===== src/rtl/sdram_pkg.sv =====
// rtl/sdram_pkg.sv - shared SDRAM arbiter constants and line-fill state type
package sdram_pkg;

  localparam int SDRAM_ADDR_W = 25;
  localparam int SDRAM_CNT_W  = $clog2(64);

  // One-hot so the handshake outputs decode from a single register bit
  typedef enum logic [2:0] {
    IDLE = 3'b001,
    REQ  = 3'b010,
    DONE = 3'b100
  } fill_state_t;

endpackage


===== src/rtl/line_buffer.sv =====
// rtl/line_buffer.sv - LINE_WORDS x 32 register file with indexed write and flat read-out
module line_buffer #(
  parameter int LINE_WORDS = 8,
  parameter int IDX_W      = $clog2(LINE_WORDS)
) (
  input  logic                     clk,
  input  logic                     rst,
  input  logic                     clr,
  input  logic                     we,
  input  logic [IDX_W-1:0]         idx,
  input  logic [31:0]              wdata,
  output logic [LINE_WORDS*32-1:0] line
);

  logic [31:0] mem [LINE_WORDS];

  always_ff @(posedge clk or posedge rst) begin
    if (rst) begin
      for (int i = 0; i < LINE_WORDS; i++) mem[i] <= '0;
    end else if (clr) begin
      for (int i = 0; i < LINE_WORDS; i++) mem[i] <= '0;
    end else if (we) begin
      mem[idx] <= wdata;
    end
  end

  always_comb begin
    line = '0;
    for (int i = 0; i < LINE_WORDS; i++) line[32*i +: 32] = mem[i];
  end

endmodule


===== src/rtl/cache_line_fill.sv =====
// rtl/cache_line_fill.sv - single-line burst read initiator between cache miss logic and an arbiter read port
module cache_line_fill
  import sdram_pkg::*;
#(
  parameter int LINE_WORDS = 8,
  parameter int CNT_W      = SDRAM_CNT_W,
  parameter int ADDR_W     = SDRAM_ADDR_W
) (
  input  logic                     clk,
  input  logic                     rst,
  input  logic                     miss_req,
  input  logic [ADDR_W-1:0]        miss_addr,
  output logic                     miss_ready,
  output logic                     fill_valid,
  output logic [ADDR_W-1:0]        fill_addr,
  output logic [LINE_WORDS*32-1:0] fill_line,
  output logic                     fill_err,
  input  logic                     fill_ack,
  output logic                     readReq,
  output logic [ADDR_W-1:0]        req_addr,
  output logic [CNT_W-1:0]         transSize,
  input  logic                     readValid,
  input  logic [31:0]              readData,
  input  logic                     doneRead
);

  localparam int OFF_W = $clog2(LINE_WORDS);
  localparam int WC_W  = OFF_W + 1;
  localparam logic [WC_W-1:0]   FULL     = WC_W'(LINE_WORDS);
  localparam logic [ADDR_W-1:0] OFF_MASK = ADDR_W'(LINE_WORDS - 1);

  fill_state_t       state, state_next;
  logic [ADDR_W-1:0] line_addr;
  logic [WC_W-1:0]   wcnt, wcnt_final;
  logic              err;
  logic              accept, in_req, capture, overrun, finish;

  assign accept     = (state == IDLE) && miss_req;
  assign in_req     = (state == REQ);
  assign capture    = in_req && readValid && (wcnt < FULL);
  assign overrun    = in_req && readValid && (wcnt >= FULL);
  assign finish     = in_req && doneRead;
  // Count including a word that arrives alongside doneRead
  assign wcnt_final = wcnt + WC_W'(capture);

  always_ff @(posedge clk or posedge rst) begin
    if (rst) state <= IDLE;
    else     state <= state_next;
  end

  always_comb begin
    state_next = state;
    case (state)
      IDLE:    if (miss_req) state_next = REQ;
      REQ:     if (doneRead) state_next = DONE;
      DONE:    if (fill_ack) state_next = IDLE;
      default: state_next = IDLE;
    endcase
  end

  always_comb begin
    miss_ready = (state == IDLE);
    readReq    = (state == REQ);
    fill_valid = (state == DONE);
  end

  always_ff @(posedge clk or posedge rst) begin
    if (rst) begin
      line_addr <= '0;
      wcnt      <= '0;
      err       <= 1'b0;
    end else if (accept) begin
      line_addr <= miss_addr & ~OFF_MASK;
      wcnt      <= '0;
      err       <= 1'b0;
    end else if (in_req) begin
      wcnt <= wcnt_final;
      if (overrun || (finish && (wcnt_final != FULL))) err <= 1'b1;
    end
  end

  assign req_addr  = line_addr;
  assign fill_addr = line_addr;
  assign fill_err  = err;
  assign transSize = CNT_W'(LINE_WORDS);

  // Cleared on accept so a short burst leaves zeros in the unfilled words
  line_buffer #(
    .LINE_WORDS(LINE_WORDS)
  ) u_line_buffer (
    .clk  (clk),
    .rst  (rst),
    .clr  (accept),
    .we   (capture),
    .idx  (wcnt[OFF_W-1:0]),
    .wdata(readData),
    .line (fill_line)
  );

endmodule


===== config.mk =====
export PLATFORM = sky130hd
export DESIGN_NAME = cache_line_fill
export DESIGN_NICKNAME = d
export VERILOG_FILES = /design/src/rtl/sdram_pkg.sv /design/src/rtl/line_buffer.sv /design/src/rtl/cache_line_fill.sv
export SDC_FILE = /design/constraint.sdc
export NUM_CORES = 1
export LEC_CHECK = 0
export BUFFER_PORTS_ARGS = -buffer_cell sky130_fd_sc_hd__clkbuf_2
export CAP_MARGIN = 20
export CORE_MARGIN = 5
export CORE_UTILIZATION = 45
export CTS_CLUSTER_SIZE = 10
export DETAILED_ROUTE_END_ITERATION = 12
export MAX_ROUTING_LAYER = met4
export PLACE_DENSITY_LB_ADDON = 0.25
export SYNTH_ARGS = -nofsm -noshare
export SYNTH_HDL_FRONTEND = slang
export SYNTH_SLANG_ARGS = --single-unit

===== constraint.sdc =====
create_clock -name clk -period 9.5 [get_ports clk]
set_clock_uncertainty 0.2 [all_clocks]
set_input_delay 1.9 -clock clk [delete_from_list [all_inputs] [get_ports clk]]
set_output_delay 1.9 -clock clk [all_outputs]
set_load 0.03 [all_outputs]

==> Word level (Yosys, flattened, before mapping) <==
Cells that the tools add are included.
{ "word_totals": {"n_memories": 0, "output_inout_bits": 316, "latch_bits": 0, "mem_bits_ro": 0, "ff_bits": 286, "word_cells": 52, "ramBits": 0, "in_bits": 63} }
{ "classes": {"mul": 0, "magnitude_cmp": 4, "mux": 14, "bitwise_logic": 1, "add_sub_neg": 1, "shift": 0, "div": 0, "n_eq_ne": 7, "n_reduce_logical": 13} }
{ "ops": {"columns": ["op", "n"], "rows": [
  ["256-bit two-way mux", 2],
  ["256-bit bitwise mux", 1],
  ["32-bit demux with 3-bit select", 1],
  ["32-bit two-way mux", 1],
  ["3-bit two-way mux", 3],
  ["3-bit case mux with 3 select lines", 1],
  ["4-bit greater-or-equal comparator, second input constant", 2],
  ["4-bit two-way mux", 2],
  ["1-bit logical AND", 7],
  ["2-bit nonzero test", 3],
  ["4-bit by 1-bit adder with 4-bit output", 1],
  ["4-bit by 1-bit < comparator with 1-bit output, second input constant", 1],
  ["4-bit < comparator, second input constant", 1],
  ["2-bit inequality test, second input constant", 2],
  ["4-bit inequality test, second input constant", 1],
  ["3-bit inverter with 4-bit output", 1],
  ["3-bit by 1-bit == test with 1-bit output, second input constant", 1],
  ["3-bit by 2-bit == test with 1-bit output, second input constant", 1],
  ["3-bit == test, second input constant", 1],
  ["1-bit two-way mux", 3],
  ["3-bit AND reduction", 1],
  ["2-bit by 1-bit inequality test with 1-bit output, second input constant", 1],
  ["2-bit AND reduction", 1],
  ["1-bit logical OR", 1]
]} }

==> Depth between registers and ports, before layout <==
Gate-level depths: netlist of run 1.
{ "depth": {"word_depth": 10, "ltp_mapped": 7, "mapped_depth_nobuf": 7} }

==> Cells and area by module <==
A second synthesis of run 1 with hierarchy kept.
{ "unflattened": {"hier_cells": 1032, "area_unflattened_um2": 12826.1} }
{ "modules_own_cells": {"columns": ["module", "instances", "area_each_um2", "cells_per_inst", "seq_area_each_um2"], "rows": [
  ["line_buffer", 1, 11294.6, 906, 6406.1],
  ["cache_line_fill", 1, 1531.5, 126, 752.0]
]} }

==> Least setup slack after synthesis of run 1 <==
OpenSTA, ideal clock, no wires.
{ "synth_path": {"path_kind": "in2reg", "from": "in readValid", "to": "reg err (netlist: fill_err)", "slack_ns": 6.265, "stages": 6, "setup_time_ns": 0.138, "arrival_ns": 2.897, "cell_sequence": "nor3b_1 -> ha_1 -> ha_1 -> xor2_1 -> nor4_1 -> o22ai_1"} }
{ "synth_via": {"elab_chain_len": 8, "word_cells_on_any_way": 9, "cone_classes": "add/sub: 1; eq/ne: 1; reduce/logical: 7"} }
{ "synth_rtl": {"columns": ["element", "line", "rtl"], "rows": [
  ["start: declaration", "cache_line_fill.sv:22", "input logic readValid,"],
  ["1-bit logical AND (*)", "cache_line_fill.sv:40, cache_line_fill.sv:41", null],
  ["1-bit logical AND", "cache_line_fill.sv:40", "assign capture = in_req && readValid && (wcnt < FULL);"],
  ["4-bit by 1-bit adder with 4-bit output", "cache_line_fill.sv:44", "assign wcnt_final = wcnt + WC_W'(capture);"],
  ["4-bit inequality test", "cache_line_fill.sv:78", "if (overrun || (finish && (wcnt_final != FULL))) err <= 1'b1;"],
  ["1-bit logical AND", "cache_line_fill.sv:78", null],
  ["1-bit logical OR (*)", "cache_line_fill.sv:78", null],
  ["2-bit nonzero test (no line) (*)", null, null],
  ["2-bit AND reduction (no line) (*)", null, null],
  ["end signal: assignment", "cache_line_fill.sv:71", "err <= 1'b0;"],
  ["end signal: assignment", "cache_line_fill.sv:75", "err <= 1'b0;"],
  ["end signal: assignment", "cache_line_fill.sv:78", null],
  ["end: declaration", "cache_line_fill.sv:35", "logic err;"]
]} }
Every way passes the cells marked *; elsewhere a longest branch is shown, timed or not.
A chain may end at the register's enable or synchronous reset.

==> Final worst setup path of run 1 <==
{ "layout_path": {"from": "reg state[1]", "to": "out readReq"} }
{ "layout_via": {"elab_chain_len": 1} }
{ "layout_rtl": {"columns": ["element", "line", "rtl"], "rows": [
  ["start: declaration", "cache_line_fill.sv:32", "fill_state_t state, state_next;"],
  ["start signal: assignment", "cache_line_fill.sv:48", "else state <= state_next;"],
  ["3-bit by 2-bit == test with 1-bit output", "cache_line_fill.sv:63", "readReq = (state == REQ);"],
  ["end: declaration", "cache_line_fill.sv:19", "output logic readReq,"]
]} }
No other way between the ends.

==> metrics.csv, run 1 <==
stage,metric,value,unit
finish,area_growth,24.3,%
finish,drive_above_1_share,0.321,
floorplan,die_w,168,um
timing,fin_tns_setup,0,ns
setup_path,r2r_end,u_line_buffer.line[155],
logic_synthesis,synth.cell_area,0.0112,mm2
timing,hold_viol,0,
drt,drc,0,
power,p_leak,7.19,nW
power,switchingPower,1.22,mW
logic_synthesis,synth-seq-area-share,0.640,
drt,ant_nets,0,
cts,clockBufferDepth,3,
cts,cts.sinks,286,
setup_path,end_kind,output port,
logic_synthesis,yosysWarnings,0,
timing,setup-violations-final,0,
logic_synthesis,async_flop_share,1.00,
setup_path,path_class,reg -> out,
cts,cts_setup_buffers,0,
place,pre_cts_ws,4.70,ns
finish,final_cell_mix,"364 x clkbuf_2, 285 x dfrtp_1, 257 x nand3_1",
grt,grt_pass1_wl,51200,um
power,clkPwrFrac,0.339,
timing,max_slew_margin,0.362,
timing,fin_ws,5.48,ns
place,dpl.hpwl,21900,um
drt,routed_wl,32600,um
hold_path,hold_depth,2,
setup_path,start_kind,flip-flop,
timing,post-route-period-util,0.423,
timing,fmax,249,MHz
cts,clk_pin_slew,0.05,ns
power,totalPowerFinal,3.40,mW
drt,vias_per_cell,5.30,
setup_path,rr_worst_depth,5,
grt,antenna_found_initial,0,
setup_path,crit_required,7.40,ns
floorplan,fp.dieH,168,um
drt,vias,9022,
power,power_density,245,mW/mm2
logic_synthesis,synth_area_per_cell,10.5,um2
logic_synthesis,netlist_instances,1068,
logic_synthesis,ys_ff_latch,286,
place,numPortBuffers,363,
finish,fin_nets,1435,
logic_synthesis,synth_edf_count,0,
drt,drt_pass1_iterations,5,
drt,wl_per_cell,19.1,um
outcome,status,finished clean,
grt,grt_usage,0.232,
drt,drt-initial-drc-count,817,
hold_path,hp-class,reg -> reg,
timing,drv_slew,0,
power,power_frac_seq,0.407,
floorplan,row_count,57,
place,gp_congestion,0.864,
hold_path,hp-start,fill_addr[21],
floorplan,core,0.0244,mm2
cts,htree_levels,2,
setup_path,regToRegSetupSlack,6.54,ns
cts,ctsResizeCount,0,
cts,cts_root_buffer,clkbuf_16,
grt,grt_overflow,0,
power,irDropWorstVdd,0.185,mV
grt,grt_max_degree,183,
floorplan,start_util,0.458,
cts,ctsHoldBuffers,0,
finish,fin_util,0.570,
power,p_comb_frac,0.254,
power,intPower,2.19,mW
timing,post-route-min-period,4.02,ns
logic_synthesis,yosysUniqueCellTypes,33,
grt,grt_pass1_vias,8741,
floorplan,ioPinCount,379,
timing,tightest_slew,0.957,ns
power,switching_share,0.357,
cts,cts_tree,done,
hold_path,holdPathEnd,fill_addr[21],
cts,clk_latency,0.49,ns
flow_run,drv_cap,0,
finish,layout_commonest_cell,clkbuf_2,
setup_path,crit_fanout,9,
setup_path,r2r-start,state[2],
timing,grt_setup_unrepaired,false,
cts,numCtsBuffers,34,
floorplan,die-area,0.0281,mm2
finish,antenna_cells,0,
setup_path,crit_arrival,1.92,ns
logic_synthesis,synth_ff_type,dfrtp_1,
cell type report:
class                   instances  area (um2)
fillers                      2202       10500
repair buffers                377        1970
flip-flops and latches        286        7160
multi-input cells             668        3390
inverters                       3        15.0
well taps                     324         405
clock buffers                  44         962
sequential cells by signal, summed over array words and instances, names as in the netlist:
register	cells
u_line_buffer.line	256
fill_addr	22
wcnt	4
state	3
fill_err	1
per-layer routing:
layer  global-route usage  wire (um)  part of all wire
met5                    -          0                 0
met4               0.0667        901             0.028
met3               0.0481       2170             0.066
met2                0.370      15800              0.48
met1                0.304      13800              0.42
power by group through the flow:
stage	Sequential [mW]	Combinational, mW	Clock, mW
2_1_floorplan	1.57	0.496	0
3_3_place_gp	1.40	0.865	0
3_5_place_dp	1.40	0.872	0
4_1_cts	1.38	0.873	1.18
5_1_grt	1.40	0.926	1.23
6_report	1.38	0.866	1.15
logic make-up (layout without fill, tap and decap cells):
family                   after synthesis  in the layout  share of synthesized area
AND/OR/NAND/NOR                      386            386                      0.173
flip-flops                           286            286                      0.640
AO/OA/AOI/OAI                        266            266                      0.120
buffers and inverters                124            424                     0.0619
adder cells (fa/ha/maj)                2              2                    0.00224
other                                  2             12                   0.000672
XOR/XNOR                               2              2                    0.00157
synthesized netlist by cell type, types with 2 or more instances:
cell,number,area (um2)
clkbuf_1,24,90.1
dfrtp_1,285,7130
buf_4,34,255
buf_2,37,185
inv_1,2,7.51
a22o_1,2,17.5
nor2_1,6,22.5
nand3_1,257,1290
o21ai_1,71,355
ha_1,2,25.0
and4bb_2,2,25.0
nand2_1,91,342
o21ai_0,190,951
conb_1,2,7.51
nor3b_1,2,15.0
nand4_4,2,42.5
xor2_1,2,17.5
nand2_2,17,106
buf_6,7,78.8
nor4bb_1,2,20.0
buf_1,19,71.3
worst max-delay path by stage:
stage	start	end	slack, ns	depth (start not counted)
detailed placement	readValid	u_line_buffer.line[207]	4.70	5
floorplan	rst	fill_addr[10]	3.61	1
finish	state[1]	readReq	5.48	3
global placement	readValid	u_line_buffer.line[202]	4.76	5
CTS	readValid	u_line_buffer.line[211]	5.22	5
global route	state[1]	readReq	5.38	3
through the flow:
step / area (um2) / hold WS (ns) / std cells
after floorplan: 11200 / 0.321 / 1078
after CTS: 13900 / 0.298 / 1699
final: 13900 / 0.295 / 1702
after detailed placement: 12900 / 0.284 / 1655
after global placement: 12900 / 0.280 / 1655
after global routing: 13900 / 0.322 / 1702
critical path, cell delays in order, from the launching register on:
cell,delay (ns)
dfrtp_1,0.51
or3b_1,0.49
clkinv_1,0.18
clkbuf_2,0.25
No activity file was read; power rests on OpenSTA's default activity.
==> inputs of run 2 (changes only) <==
==> constraint.sdc (replaced) <==
create_clock -name clk -period 3.3 [get_ports clk]
set_clock_uncertainty 0.2 [all_clocks]
set_input_delay 0.66 -clock clk [delete_from_list [all_inputs] [get_ports clk]]
set_output_delay 0.66 -clock clk [all_outputs]
set_load 0.03 [all_outputs]
==> metrics.csv, run 2 (synthesized netlist as in run 1, its figures left out) <==
stage,metric,value,unit,change
timing,post-route-min-period,2.77,ns,
drt,drt-initial-drc-count,643,,-21%
hold_path,hp-class,in -> reg,,
timing,drv_slew,0,,unchanged
place,numPortBuffers,363,,unchanged
drt,vias_per_cell,5.31,,+0.21%
outcome,status,finished clean,,
drt,routed_wl,33100,um,+1.5%
timing,tightest_slew,0.973,ns,+0.0161 ns
setup_path,cp-startpoint,state[1],,
place,pre_cts_ws,0.700,ns,-4.00 ns
drt,drt_pass1_iterations,6,,+1
setup_path,r2r_end,u_line_buffer.line[185],,
finish,fin_nets,1451,,+1.1%
setup_path,end_kind,output port,,
finish,layout_commonest_cell,clkbuf_2,,
floorplan,core,0.0244,mm2,unchanged
setup_path,regToRegSetupSlack,0.67,ns,-5.87 ns
grt,grt_pass1_wl,51800,um,+1.2%
setup_path,worstSetupEndpoint,readReq,,
timing,setup-violations-final,0,,unchanged
grt,grt_overflow,0,,unchanged
setup_path,r2r-start,state[0],,
place,place_area,0.0132,mm2,+2.3%
setup_path,crit_required,2.44,ns,-4.96 ns
timing,max_slew_margin,0.350,,-0.0121
timing,hold_viol,0,,unchanged
finish,area_growth,26.7,%,
setup_path,crit_arrival,1.91,ns,about the same
cts,cts_tree,done,,
drt,vias,9137,,+1.3%
finish,fin_util,0.581,,+0.0107
grt,grt_max_degree,80,,-56%
floorplan,fp.dieH,168,um,unchanged
drt,ant_nets,0,,unchanged
setup_path,crit_fanout,9,,unchanged
cts,ctsHoldBuffers,0,,unchanged
cts,ctsResizeCount,0,,unchanged
drt,drc,0,,unchanged
cts,cts.sinks,286,,unchanged
drt,wl_per_cell,19.2,um,+0.42%
finish,drive_above_1_share,0.329,,+0.00732
cts,cts_root_buffer,clkbuf_16,,
cts,numCtsBuffers,35,,+2.9%
timing,fin_tns_setup,0,ns,unchanged
grt,grt_usage,0.236,,+0.00424
power,power_density,699,mW/mm2,+190%
power,p_leak,7.32,nW,+1.8%
floorplan,ioPinCount,379,,unchanged
setup_path,rr_worst_depth,5,,unchanged
floorplan,die-area,0.0281,mm2,unchanged
finish,antenna_cells,0,,unchanged
floorplan,die_w,168,um,unchanged
timing,fin_ws,0.532,ns,-4.95 ns
finish,largest_reg_flops,256,,unchanged
place,dpl.hpwl,23000,um,+5.1%
grt,antenna_found_initial,0,,unchanged
finish,final_cell_mix,"363 x clkbuf_2, 285 x dfrtp_1, 257 x nand3_1",,
cts,htree_levels,2,,unchanged
cts,clk_pin_slew,0.05,ns,about the same
cts,cts_setup_buffers,0,,unchanged
cts,clockBufferDepth,3,,unchanged
timing,post-route-period-util,0.839,,
timing,fmax,361,MHz,
flow_run,drv_cap,0,,unchanged
grt,grt_pass1_vias,8836,,+1.1%
floorplan,row_count,57,,unchanged
timing,grt_setup_unrepaired,false,,
cts,clk_latency,0.50,ns,about the same
finish,fin_area,0.0142,mm2,+1.9%
floorplan,start_util,0.458,,unchanged
power,irDropWorstVdd,0.575,mV,+210%
setup_path,path_class,reg -> out,,
place,gp_congestion,0.859,,-0.61%
setup_path,start_kind,flip-flop,,
[run 2: changes by cell type in the layout (fill, tap and decap cells not counted)]
cell / delta
clkbuf_1: +2
clkinv_2: +1
clkbuf_2: -1
buf_12: +11
clkbuf_8: -1
buf_4: +5
inv_6: +1
[run 2: worst min path at each step]
stage                             from                       to  slack (ns)  depth (start not counted)
3_3_place_gp   u_line_buffer.line[215]  u_line_buffer.line[215]        0.28                          2
3_5_place_dp    u_line_buffer.line[63]   u_line_buffer.line[63]        0.29                          2
6_report                 miss_addr[15]            fill_addr[15]        0.15                          3
2_1_floorplan                 state[0]                 state[0]        0.32                          2
4_1_cts                  miss_addr[15]            fill_addr[15]        0.13                          3
5_1_grt                   miss_addr[6]             fill_addr[6]        0.13                          3
[run 2: worst max-delay path, cell delays in order, from the launching register on]
cell and delay, ns:
dfrtp_1 0.51, or3b_1 0.48, clkinv_1 0.17, clkbuf_2 0.25
[run 2: stage by stage]
| step | hold slack [ns] | cells | power [mW] |
|---|---|---|---|
| floorplan | 0.321 | 1078 | 5.94 |
| global placement | 0.280 | 1673 | 6.61 |
| detailed placement | 0.290 | 1673 | 6.63 |
| CTS | 0.133 | 1720 | 10.0 |
| global route | 0.134 | 1720 | 10.4 |
| finish | 0.152 | 1720 | 9.91 |
[run 2: area by class of cell]
| class | count | area [um2] |
|---|---|---|
| inverter | 3 | 15.0 |
| timing repair buffer | 392 | 2220 |
| clock inverter | 2 | 13.8 |
| sequential | 286 | 7160 |
| fill | 2189 | 10200 |
| multi-input combinational | 668 | 3390 |
| tap | 324 | 405 |
| clock buffer | 45 | 956 |
[run 2: layer usage]
metal / GRT usage / routed length [um] / up-vias
met2: 0.359 / 15600 / 331
met3: 0.0450 / 2070 / 79
met4: 0.0889 / 1260 / 0
li1: - / - / 4319
met5: - / 0 / -
met1: 0.318 / 14100 / 4408
[run 2: power by group]
| part | internal (mW) | leakage (nW) | switching [mW] |
|---|---|---|---|
| combinational | 0.571 | 2.90 | 2.00 |
| sequential | 3.78 | 3.95 | 0.209 |
| clock | 2.01 | 0.474 | 1.34 |
| total | 6.35 | 7.32 | 3.55 |
==> inputs of run 3 (changes only) <==
==> constraint.sdc (replaced) <==
create_clock -name clk -period 2.4 [get_ports clk]
set_clock_uncertainty 0.2 [all_clocks]
set_input_delay 0.48 -clock clk [delete_from_list [all_inputs] [get_ports clk]]
set_output_delay 0.48 -clock clk [all_outputs]
set_load 0.03 [all_outputs]
==> metrics.csv, run 3 (synthesized netlist as in run 1, its figures left out) <==
stage,metric,value,unit,change
drt,ant_nets,0,,unchanged
grt,grt_pass1_wl,53000,um,+2.4%
hold_path,hp-class,in -> reg,,
timing,grt_setup_unrepaired,false,,
finish,fin_area,0.0144,mm2,+1.4%
floorplan,ioPinCount,379,,unchanged
finish,largest_reg_flops,256,,unchanged
cts,cts_setup_buffers,0,,unchanged
timing,post-route-period-util,0.983,,
grt,grt_pass1_vias,9073,,+2.7%
grt,antenna_found_initial,0,,unchanged
cts,clockBufferDepth,3,,unchanged
place,numPortBuffers,363,,unchanged
drt,drt-initial-drc-count,733,,+14%
floorplan,core,0.0244,mm2,unchanged
finish,layout_commonest_cell,clkbuf_2,,
timing,drv_slew,0,,unchanged
finish,drive_above_1_share,0.329,,about the same
timing,setup-violations-final,0,,unchanged
place,gp_congestion,0.862,,+0.30%
setup_path,path_class,reg -> out,,
floorplan,fp.dieH,168,um,unchanged
cts,clk_latency,0.49,ns,about the same
cts,clk_pin_slew,0.05,ns,about the same
grt,grt_overflow,0,,unchanged
finish,fin_nets,1481,,+2.1%
setup_path,crit_required,1.72,ns,-0.72 ns
setup_path,start_kind,flip-flop,,
setup_path,max_stage_delay,0.41,ns,-0.10 ns
outcome,status,finished clean,,
drt,vias_per_cell,5.31,,about the same
setup_path,end_kind,output port,,
finish,finalNonFillerCells,1748,,+1.6%
finish,area_growth,28.5,%,
setup_path,r2r-start,state[0],,
cts,cts_tree,done,,
drt,vias,9277,,+1.5%
timing,tightest_slew,0.509,ns,-0.463 ns
power,totalPowerFinal,13.7,mW,+38%
setup_path,crit_arrival,1.68,ns,-0.23 ns
floorplan,row_count,57,,unchanged
finish,final_cell_mix,"362 x clkbuf_2, 285 x dfrtp_1, 257 x nand3_1",,
cts,cts_root_buffer,clkbuf_16,,
drt,wl_per_cell,19.2,um,-0.38%
finish,fillers,2179,,-0.46%
timing,fmax,424,MHz,
cts,htree_levels,2,,unchanged
timing,post-route-min-period,2.36,ns,
power,power_density,953,mW/mm2,+36%
setup_path,cp_slowest_cell,dfstp_2,,
floorplan,die_w,168,um,unchanged
cts,cts.sinks,286,,unchanged
hold_path,hp-start,fill_ack,,
setup_path,cp_cell_sequence,or3b_4 > buf_4 > clkinv_4 > clkbuf_8,,
setup_path,crit_fanout,8,,-1
setup_path,cp-startpoint,state[0],,
power,p_leak,7.42,nW,+1.3%
finish,antenna_cells,0,,unchanged
place,placed_cells_incl_taps,1681,,+0.48%
power,irDropWorstVdd,0.679,mV,+18%
drt,drc,0,,unchanged
floorplan,die-area,0.0281,mm2,unchanged
finish,multi_input_area,0.00340,mm2,+0.26%
finish,seq_area,0.00716,mm2,unchanged
timing,hold_viol,0,,unchanged
place,place_area,0.0132,mm2,-0.30%
cts,numCtsBuffers,34,,-2.9%
timing,max_slew_margin,0.660,,+0.310
drt,routed_wl,33500,um,+1.2%
floorplan,start_util,0.458,,unchanged
grt,grt_max_degree,91,,+14%
place,dpl.hpwl,23100,um,+0.31%
drt,drt_pass1_iterations,5,,-1
grt,grt_usage,0.241,,+0.00474
flow_run,drv_cap,0,,unchanged
-- run 3: where the power goes --
group          switching, mW  internal (mW)  total, mW
logic                   2.79          0.850       3.64
registers              0.274           5.20       5.47
clock network           1.81           2.76       4.58
-- run 3: layout make-up --
type,instances,area share
Timing Repair Buffer,423,0.169
Tap cell,324,0.0282
Sequential cell,286,0.498
Multi-Input combinational cell,668,0.237
Inverter,3,0.00139
Clock buffer,44,0.0670
-- run 3: layer usage --
| metal | GRT usage | vias to the layer above | wire length, um |
|---|---|---|---|
| met5 | - | - | 0 |
| li1 | - | 4367 | - |
| met1 | 0.320 | 4536 | 14400 |
| met2 | 0.376 | 311 | 16000 |
| met4 | 0.0801 | 0 | 1110 |
| met3 | 0.0474 | 63 | 1980 |
-- run 3: per-stage QoR --
step / setup WS (ns) / utilization / setup TNS [ns] / hold WS (ns)
finish: 0.0400 / 0.589 / 0 / 0.0329
global route: 0.00377 / 0.589 / 0 / 0.0244
CTS: 0.00131 / 0.589 / 0 / 0.00376
detailed placement: 0.147 / 0.539 / 0 / 0.287
global placement: 0.175 / 0.539 / 0 / 0.281
floorplan: -2.07 / - / -591.13 / 0.321
-- run 3: path summary, 6_finish.rpt --
| path | depth (start not counted) | slack (ns) | to |
|---|---|---|---|
| max | 4 | 0.04 | readReq |
| min | 2 | 0.03 | state[2] |
| max reg2reg | 7 | 0.17 | fill_err |
| min reg2reg | 2 | 0.29 | u_line_buffer.line[18] |
| max in group asynchronous | 4 | 0.75 | u_line_buffer.line[7] |
| min in group asynchronous | 3 | 0.38 | fill_addr[18] |
-- run 3: critical path, delay by kind of cell (launching register included) --
kind                   cells  cell delay, ns
buffers and inverters      3            0.40
flip-flops                 1            0.41
AND/OR/NAND/NOR            1            0.38
-- run 3: repair_timing --
action / in CTS / in global routing
gates resized for setup: 4 / 2
pin swaps: 1 / 0
endpoints found under the setup margin: 1 / 2
endpoints found under the hold margin: 27 / 0
hold buffers: 23 / 0
